<file path="config.mk">
export PLATFORM = sky130hd
export DESIGN_NAME = waypoint_sequencer
export DESIGN_NICKNAME = d
export VERILOG_FILES = /design/src/rtl/waypoint_sequencer.sv
export SDC_FILE = /design/constraint.sdc
export NUM_CORES = 1
export LEC_CHECK = 0
export CORE_UTILIZATION = 38
export DETAILED_ROUTE_END_ITERATION = 12
export SKIP_LAST_GASP = 1
export SLEW_MARGIN = 0
export SYNTH_ARGS = -nofsm -noshare
export SYNTH_HDL_FRONTEND = slang
export SYNTH_SLANG_ARGS = --single-unit
</file>
<file path="constraint.sdc">
create_clock -name clk -period 7.7 [get_ports clk]
set_clock_uncertainty 0.15 [all_clocks]
set_input_delay 0.77 -clock clk [delete_from_list [all_inputs] [get_ports clk]]
set_output_delay 0.77 -clock clk [all_outputs]
set_load 0.01 [all_outputs]
</file>
<file path="src/rtl/waypoint_sequencer.sv">
// Waypoint mission sequencer. It compares each decoded GPS fix with the active target in a small
// table, drives the steering and proximity flags, counts arrivals and watches for fix timeouts.
module waypoint_sequencer #(
    parameter int          NUM_WP       = 4,
    parameter int          ARRIVE_CNT   = 3,
    parameter int          STALE_CYCLES = 1000000,
    parameter logic [19:0] ACCURACY     = 20'h0000A
) (
    input  logic        clk,
    input  logic        rst,
    input  logic        fix_valid,
    input  logic [7:0]  latd,
    input  logic [7:0]  lond,
    input  logic [19:0] latm,
    input  logic [19:0] lonm,
    input  logic        wp_wr_en,
    input  logic [1:0]  wp_wr_addr,
    input  logic [27:0] wp_wr_lat,
    input  logic [27:0] wp_wr_lon,
    input  logic [1:0]  wp_last,
    input  logic        start,
    input  logic        abort,
    output logic        go_north,
    output logic        go_east,
    output logic        lat_prox,
    output logic        lon_prox,
    output logic        drive_en,
    output logic [1:0]  wp_idx,
    output logic        arrived,
    output logic        mission_done,
    output logic        stale
);

    localparam int CNT_W = (ARRIVE_CNT > 1) ? $clog2(ARRIVE_CNT + 1) : 1;
    localparam int TMR_W = $clog2(STALE_CYCLES + 1);
    localparam logic [CNT_W-1:0] ARRIVE_LAST = CNT_W'(ARRIVE_CNT - 1);
    localparam logic [TMR_W-1:0] STALE_LAST  = TMR_W'(STALE_CYCLES - 1);

    typedef enum logic [2:0] {
        ST_IDLE    = 3'd0,
        ST_NAV     = 3'd1,
        ST_ADVANCE = 3'd2,
        ST_STALE   = 3'd3,
        ST_DONE    = 3'd4
    } state_t;

    // Absolute minutes distance from a 21-bit subtraction, so small targets never wrap.
    function automatic logic [20:0] min_dist(input logic [19:0] a, input logic [19:0] b);
        logic [20:0] d;
        d = {1'b0, a} - {1'b0, b};
        if (d[20]) begin
            min_dist = (~d) + 21'd1;
        end else begin
            min_dist = d;
        end
    endfunction

    state_t            state_r;
    logic [27:0]       lat_tbl_r [NUM_WP];
    logic [27:0]       lon_tbl_r [NUM_WP];
    logic [7:0]        fix_latd_r;
    logic [7:0]        fix_lond_r;
    logic [19:0]       fix_latm_r;
    logic [19:0]       fix_lonm_r;
    logic              eval_pend_r;
    logic [CNT_W-1:0]  arr_cnt_r;
    logic [TMR_W-1:0]  tmr_r;
    logic [1:0]        wp_idx_r;
    logic [1:0]        wp_last_r;
    logic              go_north_r;
    logic              go_east_r;
    logic              lat_prox_r;
    logic              lon_prox_r;
    logic              drive_en_r;
    logic              arrived_r;
    logic              mission_done_r;
    logic              stale_r;

    logic [27:0]       tgt_lat_s;
    logic [27:0]       tgt_lon_s;
    logic              north_s;
    logic              east_s;
    logic              lat_prox_s;
    logic              lon_prox_s;
    logic              both_prox_s;
    logic              eval_s;
    logic              arrive_s;
    logic              expire_s;
    logic [CNT_W-1:0]  cnt_next_s;

    // Waypoint table: writable only while the mission is idle
    always_ff @(posedge clk) begin
        if (rst) begin
            for (int i = 0; i < NUM_WP; i++) begin
                lat_tbl_r[i] <= 28'd0;
                lon_tbl_r[i] <= 28'd0;
            end
        end else if (wp_wr_en && (state_r == ST_IDLE)) begin
            lat_tbl_r[wp_wr_addr] <= wp_wr_lat;
            lon_tbl_r[wp_wr_addr] <= wp_wr_lon;
        end
    end

    // Fix capture stage; the eval stage decides whether the captured fix is used
    always_ff @(posedge clk) begin
        if (rst) begin
            fix_latd_r <= 8'd0;
            fix_lond_r <= 8'd0;
            fix_latm_r <= 20'd0;
            fix_lonm_r <= 20'd0;
        end else if (fix_valid) begin
            fix_latd_r <= latd;
            fix_lond_r <= lond;
            fix_latm_r <= latm;
            fix_lonm_r <= lonm;
        end
    end

    // Compare the captured fix against the active target
    always_comb begin
        tgt_lat_s   = lat_tbl_r[wp_idx_r];
        tgt_lon_s   = lon_tbl_r[wp_idx_r];
        north_s     = ({fix_latd_r, fix_latm_r} < tgt_lat_s);
        east_s      = ({fix_lond_r, fix_lonm_r} < tgt_lon_s);
        lat_prox_s  = (fix_latd_r == tgt_lat_s[27:20]) &&
                      (min_dist(fix_latm_r, tgt_lat_s[19:0]) <= {1'b0, ACCURACY});
        lon_prox_s  = (fix_lond_r == tgt_lon_s[27:20]) &&
                      (min_dist(fix_lonm_r, tgt_lon_s[19:0]) <= {1'b0, ACCURACY});
        both_prox_s = lat_prox_s && lon_prox_s;
        eval_s      = eval_pend_r && ((state_r == ST_NAV) || (state_r == ST_STALE));
        arrive_s    = eval_pend_r && (state_r == ST_NAV) && both_prox_s && (arr_cnt_r == ARRIVE_LAST);
        expire_s    = !fix_valid && (tmr_r == STALE_LAST);
        if (both_prox_s) begin
            cnt_next_s = arr_cnt_r + CNT_W'(1'b1);
        end else begin
            cnt_next_s = {CNT_W{1'b0}};
        end
    end

    // Mission FSM with registered steering outputs, arrival counter and fix-timeout timer
    always_ff @(posedge clk) begin
        if (rst || abort) begin
            state_r        <= ST_IDLE;
            eval_pend_r    <= 1'b0;
            arr_cnt_r      <= {CNT_W{1'b0}};
            tmr_r          <= {TMR_W{1'b0}};
            wp_idx_r       <= 2'd0;
            wp_last_r      <= 2'd0;
            go_north_r     <= 1'b0;
            go_east_r      <= 1'b0;
            lat_prox_r     <= 1'b0;
            lon_prox_r     <= 1'b0;
            drive_en_r     <= 1'b0;
            arrived_r      <= 1'b0;
            mission_done_r <= 1'b0;
            stale_r        <= 1'b0;
        end else begin
            eval_pend_r <= fix_valid && ((state_r == ST_NAV) || (state_r == ST_STALE));
            if (eval_s) begin
                go_north_r <= north_s;
                go_east_r  <= east_s;
                lat_prox_r <= lat_prox_s;
                lon_prox_r <= lon_prox_s;
            end
            case (state_r)
                ST_IDLE: begin
                    if (start) begin
                        state_r        <= ST_NAV;
                        wp_idx_r       <= 2'd0;
                        wp_last_r      <= wp_last;
                        arr_cnt_r      <= {CNT_W{1'b0}};
                        tmr_r          <= {TMR_W{1'b0}};
                        drive_en_r     <= 1'b0;
                        mission_done_r <= 1'b0;
                    end
                end
                ST_NAV: begin
                    if (arrive_s) begin
                        state_r    <= ST_ADVANCE;
                        arrived_r  <= 1'b1;
                        drive_en_r <= 1'b0;
                        arr_cnt_r  <= {CNT_W{1'b0}};
                    end else if (expire_s) begin
                        state_r    <= ST_STALE;
                        stale_r    <= 1'b1;
                        drive_en_r <= 1'b0;
                        arr_cnt_r  <= {CNT_W{1'b0}};
                        tmr_r      <= {TMR_W{1'b0}};
                    end else begin
                        if (eval_pend_r) begin
                            arr_cnt_r  <= cnt_next_s;
                            drive_en_r <= 1'b1;
                        end
                        if (fix_valid) begin
                            tmr_r <= {TMR_W{1'b0}};
                        end else begin
                            tmr_r <= tmr_r + TMR_W'(1'b1);
                        end
                    end
                end
                ST_ADVANCE: begin
                    arrived_r <= 1'b0;
                    arr_cnt_r <= {CNT_W{1'b0}};
                    if (wp_idx_r == wp_last_r) begin
                        state_r        <= ST_DONE;
                        mission_done_r <= 1'b1;
                    end else begin
                        state_r  <= ST_NAV;
                        wp_idx_r <= wp_idx_r + 2'd1;
                        tmr_r    <= {TMR_W{1'b0}};
                    end
                end
                ST_STALE: begin
                    if (fix_valid) begin
                        state_r <= ST_NAV;
                        stale_r <= 1'b0;
                        tmr_r   <= {TMR_W{1'b0}};
                    end
                end
                ST_DONE: begin
                    state_r <= ST_DONE;
                end
                default: begin
                    state_r <= ST_IDLE;
                end
            endcase
        end
    end

    assign go_north     = go_north_r;
    assign go_east      = go_east_r;
    assign lat_prox     = lat_prox_r;
    assign lon_prox     = lon_prox_r;
    assign drive_en     = drive_en_r;
    assign wp_idx       = wp_idx_r;
    assign arrived      = arrived_r;
    assign mission_done = mission_done_r;
    assign stale        = stale_r;

endmodule

</file>
=== After elaboration in Yosys (flattened, before gate mapping) ===
Memory sizes are Yosys's and may differ from the RTL's. A register that Yosys moved wholly into a read port is not among the register bits.
Index checks and enable logic that the tools add are counted.

* Register bits after elaboration: 94
* Latch bits: 0
* Memory bits (writable): 224
* Memory bits (read-only): 0
* Bits of input ports: 122
* Output and inout bits: 10
* Logic and storage cells: 133
* Memories: 2

{| class="wikitable"
|+ Memory list
! name !! words !! bits a word !! read ports !! clocked after memory_dff !! write ports !! RTL line !! source
|-
| lat_tbl_r || 4 || 28 || 1 || 1 || 4 || 59 || <nowiki>logic [27:0] lat_tbl_r [NUM_WP];</nowiki>
|-
| lon_tbl_r || 4 || 28 || 1 || 1 || 4 || 60 || <nowiki>logic [27:0] lon_tbl_r [NUM_WP];</nowiki>
|}

* Add/subtract/negate cells: 7
* Multiply operators: 0
* Divide/modulo/power cells: 0
* $lt $le $gt $ge: 4
* Eq/ne operators: 18
* Shifts and indexed selects: 0
* Multiplexer cells: 51
* Bitwise gates (word level): 2
* Reduce and logical (&&, ||, !) cells: 31

{| class="wikitable"
|+ Operators with widths
! kind !! number
|-
| 20-bit 2-to-1 mux || 6
|-
| 20-bit one-hot mux with 4 select lines || 1
|-
| 28-bit < comparator || 2
|-
| 28-bit 2-to-1 mux || 2
|-
| 28-bit OR reduction || 2
|-
| 21-bit by 1-bit adder with 21-bit output, second input constant || 2
|-
| 21-bit by 4-bit less-or-equal comparator with 1-bit output, second input constant || 2
|-
| 21-bit 2-to-1 mux || 2
|-
| 21-bit inverter || 2
|-
| 20-bit by 20-bit subtractor with 21-bit output || 2
|-
| 2-bit 2-to-1 mux || 12
|-
| 20-bit by 1-bit adder with 20-bit output, second input constant || 1
|-
| 20-bit == test, second input constant || 1
|-
| 8-bit == test || 2
|-
| 1-bit 2-to-1 mux || 16
|-
| 3-bit 2-to-1 mux || 5
|-
| 3-bit one-hot mux with 5 select lines || 1
|-
| 3-bit AND reduction || 5
|-
| 2-bit inequality test, second input constant || 7
|-
| 1-bit logical AND || 10
|-
| 1-bit one-hot mux with 2 select lines || 4
|-
| 2-bit nonzero test || 4
|-
| 3-bit by 2-bit == test with 1-bit output, second input constant || 2
|-
| 2-bit one-hot mux with 3 select lines || 1
|-
| other kinds (16) || 19
|}

=== Depth between registers and ports, before layout ===
Gate-level depths: netlist of the first run.

* Word-level depth: 12
* Gate-level depth with buffers: 21
* Gate-level depth less buffers: 16

=== Least setup slack after synthesis of the first run ===
OpenSTA, ideal clock, no wires.

* Path type: register to register
* Start point: register (tool-made name)
* End point: register tmr_r[10]
* Library setup time: 0.132 ns
* Data arrival time: 5.676 ns
* Required time: 7.418 ns
* Setup slack: 1.742 ns
* Stages on the path, launching flop included: 22
* Buffers on the path: 5
* Clock period less this slack: 5.958 ns
* Cell sequence: dfxtp_1 -> clkbuf_1 -> buf_1 -> mux4_2 -> ha_1 -> inv_1 -> fa_1 -> a211oi_4 -> o21a_2 -> xnor2_1 -> a21o_1 -> or4_4 -> or3_1 -> buf_2 -> mux2i_1 -> a2111oi_0 -> nand4_1 -> or4_1 -> buf_2 -> buf_6 -> a31oi_1 -> nor3_1

{| class="wikitable"
|+ RTL lines
! item !! RTL line !! source
|-
| end signal, assigned || 146 || <nowiki>tmr_r <= {TMR_W{1'b0}};</nowiki>
|-
| end signal, assigned || 172 || <nowiki>tmr_r <= {TMR_W{1'b0}};</nowiki>
|-
| end signal, assigned || 188 || <nowiki>tmr_r <= {TMR_W{1'b0}};</nowiki>
|-
| end, declared || 67 || <nowiki>logic [TMR_W-1:0] tmr_r;</nowiki>
|}

==> flow_summary.ini, run 1 <==
[power]
p_seq_share_pct = 45.1
clkPwrFrac_pct = 36.8
combPwrFrac_pct = 18.0
fin_total_pwr_w = 0.004364
swShare_pct = 27.42
cellPowerDensity_nw_per_um2 = 206.4
internal_power_w = 0.003168
power.switching_w = 0.001197
vdd_drop_max_mv = 0.1394
cellLeakagePower_nw = 7.939

[setup_path]
reg2reg_setup_slack_ns = 1.25
critPathRequiredTime_ns = 8.00
cp_max_fo = 26
worstReg2RegEnd = tmr_r[16]
critPathArrivalTime_ns = 6.75
end_kind = register
critical_path_class = register to register
start_kind = register
r2r_cells = 17

[detailed_routing]
route.layer.met1.wl_um = 22890
wl_met3_um = 2647
drtAntennaViolNets = 0
wire_per_inst_um = 20.04
drc = 0
met2_length_um = 22250
highest_layer = met5
dr.pass1.iters = 5
routed_wl_um = 48550
vias_per_cell = 5.579
vias = 13519
drt_iter0_markers = 1143

[floorplan]
core.rowCount = 79
initial_core_util_pct = 38.85
dieArea_um2 = 48880
die_h_um = 221.1
coreArea_um2 = 46950
io_pins = 132
dieWidth_um = 221.1

[grt]
grt_antenna_before_repair = 3
grt.total_usage_pct = 19.78
overflow = 0
grt_pass1_wl_um = 76190
grt_start_max_net_pins = 64
grt_pass1_vias = 13314

[timing]
max-slew-margin-rel_pct = 29.24
postLayoutSetupSlackWorst_ns = 1.252
setup_tns_ns = 0
drv_slew = 0
finalHoldViolations = 0
setup_violations = 0
rsz0062_at_grt = no
fmax_ghz = 0.1551
fin_crit_sh_pct = 83.74
layout_min_cycle_time_ns = 6.448
worst_pin_slew_ns = 1.061

[job]
maxCapViolCount = 0

[synth]
synth_edf_count = 224
synthFlopType = edfxtp_1
postSynthAreaPerCell_um2 = 10.71
async_reset_ff_share_pct = 0
synth.distinct_cells = 87
yosys_warnings = 0
netlist_instances = 1703
ys_ff_latch = 320
syn_nets = 1885
synth-seq-area-share_pct = 47.41
syn_area_um2 = 18240

[status]
status = finished clean

[finish]
nets = 1973
instances_no_fill = 2423
area.growth.synth_to_final_pct = 15.93
drive_gt1_share_pct = 9.256

[place]
place_inst = 2359
portBuffers = 131
place_congestion = 0.8613
post-dp-hpwl_um = 33330
preCtsSetupSlack_ns = 1.306

[clocking]
cts.sinks = 320
insertion_delay_ns = 0.55
hold_buffers = 0
numCtsBuffers = 37
cts_buffer_depth = 3
cts_tree = built
htree_levels = 2
clkTransAtPathRegs_ns = 0.06
root_buffer = clkbuf_16
cts_setup_buffers = 0
ctsResizeCount = 0

[hold_path]
hold_end = arr_cnt_r[1]
hp-class = register to register
whs_path_depth = 2
min_from = arr_cnt_r[1]
-- critical path, stage by stage, from the launching register on --
cell,delay [ns]
dfxtp_4,0.69
buf_4,0.52
mux4_2,0.56
inv_1,0.07
ha_1,0.36
and3_1,0.25
a221o_1,0.40
a211oi_2,0.39
nor2_1,0.09
a21oi_1,0.58
nor2_1,0.15
a2111oi_0,0.41
and4_1,0.28
nand2_1,0.09
nor4_4,0.75
buf_4,0.28
o31ai_2,0.12
a21oi_1,0.18
-- area by class of cell --
| class | instances | area (um2) |
|---|---|---|
| Multi-Input combinational cell | 1209 | 8941 |
| Clock buffer | 52 | 1022 |
| Inverter | 75 | 281.5 |
| Antenna cell | 1 | 2.502 |
| Sequential cell | 320 | 8653 |
| Tap cell | 607 | 759.5 |
| Timing Repair Buffer | 148 | 1431 |
| Clock inverter | 11 | 55.05 |
| Fill cell | 4374 | 25800 |
-- metrics by stage --
stage	util (%)	hold slack [ns]	cell area, um2
after floorplan	-	0.2856	18240
after global routing	45.03	0.3438	21140
after global placement	42.74	0.2937	20070
after detailed placement	42.74	0.3002	20070
after CTS	45.03	0.3075	21140
final	45.04	0.3034	21150
-- Yosys cell counts (17+ instances only) --
cell / count / area, um2
nand3_1: 41 / 205.2
nand4_1: 25 / 156.4
and2_1: 232 / 1451
mux4_2: 56 / 1261
a31oi_1: 17 / 106.4
nor2_1: 136 / 510.5
edfxtp_1: 224 / 6726
nand2_1: 76 / 285.3
dfxtp_1: 96 / 1922
o21ai_0: 65 / 325.3
nor3_1: 41 / 205.2
a211oi_1: 20 / 150.1
mux2i_1: 65 / 650.6
inv_1: 75 / 281.5
a21o_1: 19 / 142.6
ha_1: 58 / 725.7
and3_1: 23 / 143.9
clkbuf_1: 67 / 251.5
a21oi_1: 80 / 400.4
-- flip-flops by register name (all words and copies together) (netlist names), 3 cells and up, named ones only --
| signal | count |
|---|---|
| lat_tbl_r | 112 |
| lon_tbl_r | 112 |
| fix_latm_r | 20 |
| fix_lonm_r | 20 |
| tmr_r | 20 |
| fix_latd_r | 8 |
| fix_lond_r | 8 |
| state_r | 3 |
-- metal layers --
layer  up-vias  GRT usage, %
met3        52         3.439
met2       357         31.81
met4         4         4.444
li1       6500             -
met5         -             0
met1      6606         27.81
-- cell usage in the layout (no fill, tap or decap), types with 25 or more instances in the layout --
cell type,Yosys,final
and2_1,232,232
edfxtp_1,224,224
nor2_1,136,135
clkdlybuf4s50_1,0,129
dfxtp_1,96,94
a21oi_1,80,80
nand2_1,76,76
inv_1,75,75
mux2i_1,65,65
o21ai_0,65,65
ha_1,58,58
mux4_2,56,56
nand3_1,41,41
nor3_1,41,40
clkbuf_16,0,37
nand4_1,25,25
-- power by group through the flow --
stage	Clock, W	Combinational, W	Sequential [W]
after floorplan	0	0.000534	0.00199
after global placement	0	0.000776	0.00200
after detailed placement	0	0.000779	0.00201
after CTS	0.00165	0.000783	0.00197
after global routing	0.00171	0.000865	0.00198
final	0.00161	0.000788	0.00197
-- worst max-delay path by stage --
stage / to / cells after the start / slack, ns / start
detailed placement: tmr_r[18] / 17 / 1.31 / register
global route: tmr_r[16] / 17 / 0.70 / register
CTS: tmr_r[16] / 17 / 1.28 / register
finish: tmr_r[16] / 17 / 1.25 / register
global placement: tmr_r[19] / 17 / 1.43 / register
floorplan: tmr_r[10] / 21 / 1.74 / register
-- cell families (layout without fill, tap and decap cells) --
| group | Yosys count | in the layout | share of synthesized area (%) |
|---|---|---|---|
| flip-flops | 320 | 320 | 47.41 |
| AO/OA/AOI/OAI | 332 | 332 | 12.66 |
| buffers and inverters | 174 | 286 | 3.821 |
| AND/OR/NAND/NOR | 666 | 666 | 19.95 |
| multiplexers | 124 | 124 | 10.67 |
| other | 0 | 1 | 0 |
| XOR/XNOR | 27 | 27 | 1.296 |
| adder cells (fa/ha/maj) | 60 | 60 | 4.198 |
Note: power is estimated with default switching activity, not from simulation.
==> run 2, diff against run 1 <==
==> constraint.sdc (replaced) <==
create_clock -name clk -period 5.2 [get_ports clk]
set_clock_uncertainty 0.15 [all_clocks]
set_input_delay 0.52 -clock clk [delete_from_list [all_inputs] [get_ports clk]]
set_output_delay 0.52 -clock clk [all_outputs]
set_load 0.01 [all_outputs]
==> flow_summary.ini, run 2 (synthesis gave the netlist of run 1 again) <==
[status]
status = finished, violations left
violations = setup timing

[setup_path]
crit_chain = buf_6 -> mux4_2 -> ha_4 -> inv_2 -> fa_2 -> a211oi_4 -> o21a_2 -> xnor2_2 -> a21o_1 -> or4_4 -> or3_4 -> buf_4 -> xnor2_1 -> a211o_1 -> nand4_1 -> nor4_4 -> buf_6 -> buf_6 -> clkbuf_16 -> or4_1 -> a21oi_2
start_kind = register
cp_max_fo = 7
critPathArrivalTime_ns = 5.55
critPathRequiredTime_ns = 5.52
crit_path_top_delay_cell = or4_4
end_kind = register
path_common_cell = buf_6
critical_path_class = register to register
slowest_delay_ns = 0.52

[finish]
mostFrequentLayoutCell = buf_4
fillCellCount = 4139
area.growth.synth_to_final_pct = 29.91
final_util_pct = 50.47
mostFrequentLayoutCells = buf_4 (239), and2_1 (231), edfxtp_1 (224), nor2_1 (134), clkdlybuf4s50_1 (129)
nets = 2217
top_regs = lat_tbl_r: 112 flops, lon_tbl_r: 112 flops
drive_gt1_share_pct = 23.57

[clocking]
htree_levels = 2
cts_buffer_depth = 3
numCtsBuffers = 37
cts_tree = built
clkTransAtPathRegs_ns = 0.06
cts.sinks = 320
root_buffer = clkbuf_16
insertion_delay_ns = 0.55

[detailed_routing]
drtAntennaViolNets = 0
routed_wl_um = 50910
vias = 14388
drc = 0
drt_iter0_markers = 952
dr.pass1.iters = 5
wire_per_inst_um = 19.06
vias_per_cell = 5.387

[floorplan]
die_h_um = 221.1
dieArea_um2 = 48880
dieWidth_um = 221.1
initial_core_util_pct = 38.85
core.rowCount = 79
coreArea_um2 = 46950
io_pins = 132

[place]
post-dp-hpwl_um = 35940
place_congestion = 0.8883
portBuffers = 131

[grt]
grt_pass1_vias = 14413
grt_start_max_net_pins = 64
overflow = 0
grt_antenna_before_repair = 2
grt.total_usage_pct = 20.59
grt_pass1_wl_um = 79930

[timing]
finalHoldViolations = 0
drv_slew = 0
worst_pin_slew_ns = 1.120
holdWs_ns = 0.2882
postLayoutSetupSlackWorst_ns = -0.03227
rsz0062_at_grt = yes
setup_tns_ns = -0.07410
fin_crit_sh_pct = 100.6
fmax_ghz = 0.1911
max-slew-margin-rel_pct = 25.09
setup_violations = 3
layout_min_cycle_time_ns = 5.232

[job]
maxCapViolCount = 0

[power]
vdd_drop_max_mv = 0.1764
fin_total_pwr_w = 0.006951
cellPowerDensity_nw_per_um2 = 293.3
cellLeakagePower_nw = 9.301

[hold_path]
hp-class = input pin to register
run 2: changes by cell type in the layout (fill, tap and decap cells not counted), sizes merged:
cell,change
buf,+240
inv,+1
clkinvlp,+1
clkdlybuf4s15,+1
clkinv,+4
diode,+1
clkbuf,-2
bufinv,+2
run 2: what timing repair did:
| action | 4_1_cts | 5_1_grt |
|---|---|---|
| hold buffers | 0 | 0 |
| setup endpoints to repair | 22 | 27 |
| gates cloned | 1 | 5 |
| buffers inserted | 3 | 14 |
| pin swaps | 14 | 16 |
| resized for setup | 32 | 66 |
run 2: layout make-up:
class,instances,area (um2),area share (%)
clock inverters,19,153.9,0.6495
flip-flops and latches,320,8653,36.52
inverters,75,281.5,1.188
multi-input cells,1209,9344,39.43
clock buffers,47,993.5,4.192
well taps,607,759.5,3.205
diodes,2,5.005,0.02112
repair buffers,392,3506,14.79
run 2: metal layers:
| metal | part of all wire, % | track usage [%] | wire length [um] |
|---|---|---|---|
| met5 | 0.026 | 0 | 13 |
| met4 | 1.5 | 4.534 | 767 |
| met3 | 4.9 | 3.266 | 2515 |
| met2 | 46 | 33.43 | 23450 |
| met1 | 47 | 28.93 | 24160 |
run 2: report_power, final:
group          internal (W)  switching [W]  leakage [nW]  total, W
sequential          0.00286      0.0000491          3.08   0.00291
clock               0.00145        0.00104         0.567   0.00249
combinational      0.000736       0.000806          5.65   0.00154
run 2: worst paths after layout:
path | from | endpoint | slack (ns) | depth (start not counted)
worst max-delay path | register | tmr_r[18] | -0.03 | 21
worst min-delay path | fix_valid | stale | 0.29 | 6
worst max register to register | register | tmr_r[18] | -0.03 | 21
worst min register to register | stale | stale | 0.30 | 2
run 2: per-stage QoR:
step,area [um2],instances,worst slack [ns]
after floorplan,18280,1703,0.0001106
after global placement,21850,2581,-0.2173
after detailed placement,21850,2581,-0.1332
after CTS,23170,2651,-0.01297
after global routing,23690,2669,-0.2017
final,23700,2671,-0.03227
run 2: critical path, delay by kind of cell (launching register included):
family / cells / cell delay (ns)
flops: 1 / 0.39
compound gates: 5 / 1.15
mux: 1 / 0.36
fa+ha+maj: 2 / 0.50
buf+inv: 6 / 0.71
simple gates: 5 / 1.67
xor+xnor: 2 / 0.20
==> run 3, diff against run 2 <==
--- a/config.mk
+++ b/config.mk
@@ -5,10 +5,12 @@
 export SDC_FILE = /design/constraint.sdc
 export NUM_CORES = 1
 export LEC_CHECK = 0
-export CORE_UTILIZATION = 38
+export CORE_UTILIZATION = 46
 export DETAILED_ROUTE_END_ITERATION = 12
+export PLACE_DENSITY = 0.67
 export SKIP_LAST_GASP = 1
 export SLEW_MARGIN = 0
 export SYNTH_ARGS = -nofsm -noshare
 export SYNTH_HDL_FRONTEND = slang
 export SYNTH_SLANG_ARGS = --single-unit
+export TNS_END_PERCENT = 5
==> flow_summary.ini, run 3 (synthesis gave the netlist of run 1 again) <==
[timing]
worst_pin_slew_ns = 1.167
fin_crit_sh_pct = 100.7
layout_min_cycle_time_ns = 5.239
fmax_ghz = 0.1909
drv_slew = 0
setup_violations = 5
finalHoldViolations = 0
max-slew-margin-rel_pct = 21.92
postLayoutSetupSlackWorst_ns = -0.03888
rsz0062_at_grt = yes
setup_tns_ns = -0.09763

[finish]
area.growth.synth_to_final_pct = 30.17
mostFrequentLayoutCell = and2_1
fillCellCount = 3146
nets = 2185
mostFrequentLayoutCells = and2_1 (231), edfxtp_1 (224), buf_4 (204), nor2_1 (134), clkdlybuf4s50_1 (129)
drive_gt1_share_pct = 24.04
final_util_pct = 61.01
top_regs = lat_tbl_r: 112 flops, lon_tbl_r: 112 flops
instances_no_fill = 2549

[power]
vdd_drop_max_mv = 0.2358
cellPowerDensity_nw_per_um2 = 300.4
fin_total_pwr_w = 0.007133
cellLeakagePower_nw = 9.235

[setup_path]
crit_chain = buf_6 -> mux4_2 -> ha_4 -> inv_2 -> fa_2 -> a211oi_4 -> o21a_4 -> xnor2_2 -> a21o_1 -> or4_4 -> or3_4 -> mux2i_4 -> a21oi_1 -> or4b_4 -> nor4_4 -> buf_6 -> buf_12 -> buf_8 -> nor3_2 -> nor3_2
critical_path_class = register to register
slowest_delay_ns = 0.56
critPathBufInv = 5
cp_max_fo = 6
start_kind = register
crit_path_top_delay_cell = or4_4
cp_top_family = simple AND/OR/NAND/NOR gates
end_kind = register
critPathRequiredTime_ns = 5.52
reg2reg_setup_slack_ns = -0.04
critPathArrivalTime_ns = 5.56

[clocking]
numCtsBuffers = 37
htree_levels = 2
clkTransAtPathRegs_ns = 0.06
cts_buffer_depth = 3
hold_buffers = 0
cts_tree = built
insertion_delay_ns = 0.56
cts.sinks = 320
root_buffer = clkbuf_16

[detailed_routing]
routed_wl_um = 50030
drt_iter0_markers = 915
dr.pass1.iters = 5
wire_per_inst_um = 19.63
drc = 0
drtAntennaViolNets = 0
vias = 14451
vias_per_cell = 5.669

[place]
place_congestion = 0.9459
portBuffers = 131
post-dp-hpwl_um = 34580
place_inst = 2457

[grt]
grt_pass1_wl_um = 77050
overflow = 0
grtUsageMet2_pct = 39.21
met1_usage_pct = 34.34
grt.total_usage_pct = 24.22
grt_antenna_before_repair = 2
busiest_layer = met2
grt_pass1_vias = 14222
grt_start_max_net_pins = 64
gr-usage-met3_pct = 3.401

[floorplan]
die_h_um = 201.1
initial_core_util_pct = 46.87
coreArea_um2 = 38920
dieArea_um2 = 40460
core.rowCount = 72
dieWidth_um = 201.1
io_pins = 132

[hold_path]
hp-class = register to register

[status]
violations = setup timing
status = finished, violations left

[job]
maxCapViolCount = 0
[run 3: changes by cell type in the layout (fill, tap and decap cells not counted), sizes merged]
cell / change
buf: -32
bufinv: +1
clkbuf: +1
clkinv: +1
clkinvlp: -1
diode: -1
inv: -2
[run 3: what timing repair did]
item | in CTS | in global routing
gates resized for setup | 16 | 133
pin swaps | 6 | 52
setup endpoints to repair | 20 | 27
gates cloned | 1 | 3
buffers inserted | 0 | 21
[run 3: path summary, 6_finish.rpt]
check / depth (start not counted) / end / start
max: 20 / tmr_r[2] / register
min: 2 / stale / stale
max reg2reg: 20 / tmr_r[2] / register
min reg2reg: 2 / stale / stale
[run 3: per-layer routing]
metal | vias to the layer above | part of all wire (%)
li1 | 6934 | -
met1 | 7013 | 45
met2 | 434 | 46
met3 | 70 | 6.3
met4 | 0 | 2.1
met5 | - | 0
[run 3: where the power goes]
group          internal (W)  total (W)  switching [W]
combinational      0.000742    0.00157       0.000824
sequential          0.00286    0.00292      0.0000517
clock               0.00156    0.00265        0.00109
[run 3: cell type report]
cell class                 count  area [um2]  share of cell area, %
antenna                        1       2.502                0.01054
clock buffer                  48        1030                  4.337
clock inverter                18       216.5                 0.9116
sequential                   320        8653                  36.44
inverter                      75       284.0                  1.196
tap                          518       648.1                  2.730
multi-input combinational   1209        9619                  40.51
timing repair buffer         360        3291                  13.86
[run 3: tightest hold or removal path: cells and delay by family (launching register included)]
| kind | cells | cell delay [ns] |
|---|---|---|
| buffers and inverters | 1 | 0.05 |
| DFF | 1 | 0.31 |
| AOI/OAI and AO/OA | 1 | 0.05 |
[run 3: metrics by stage]
stage	setup WS (ns)	hold WS [ns]	cell area, um2
floorplan	0.0001106	0.2856	18280
global placement	-0.09861	0.2931	21520
detailed placement	-0.1391	0.2965	21520
CTS	-0.03527	0.3051	22880
global route	-0.1797	0.3321	23740
finish	-0.03888	0.3091	23740
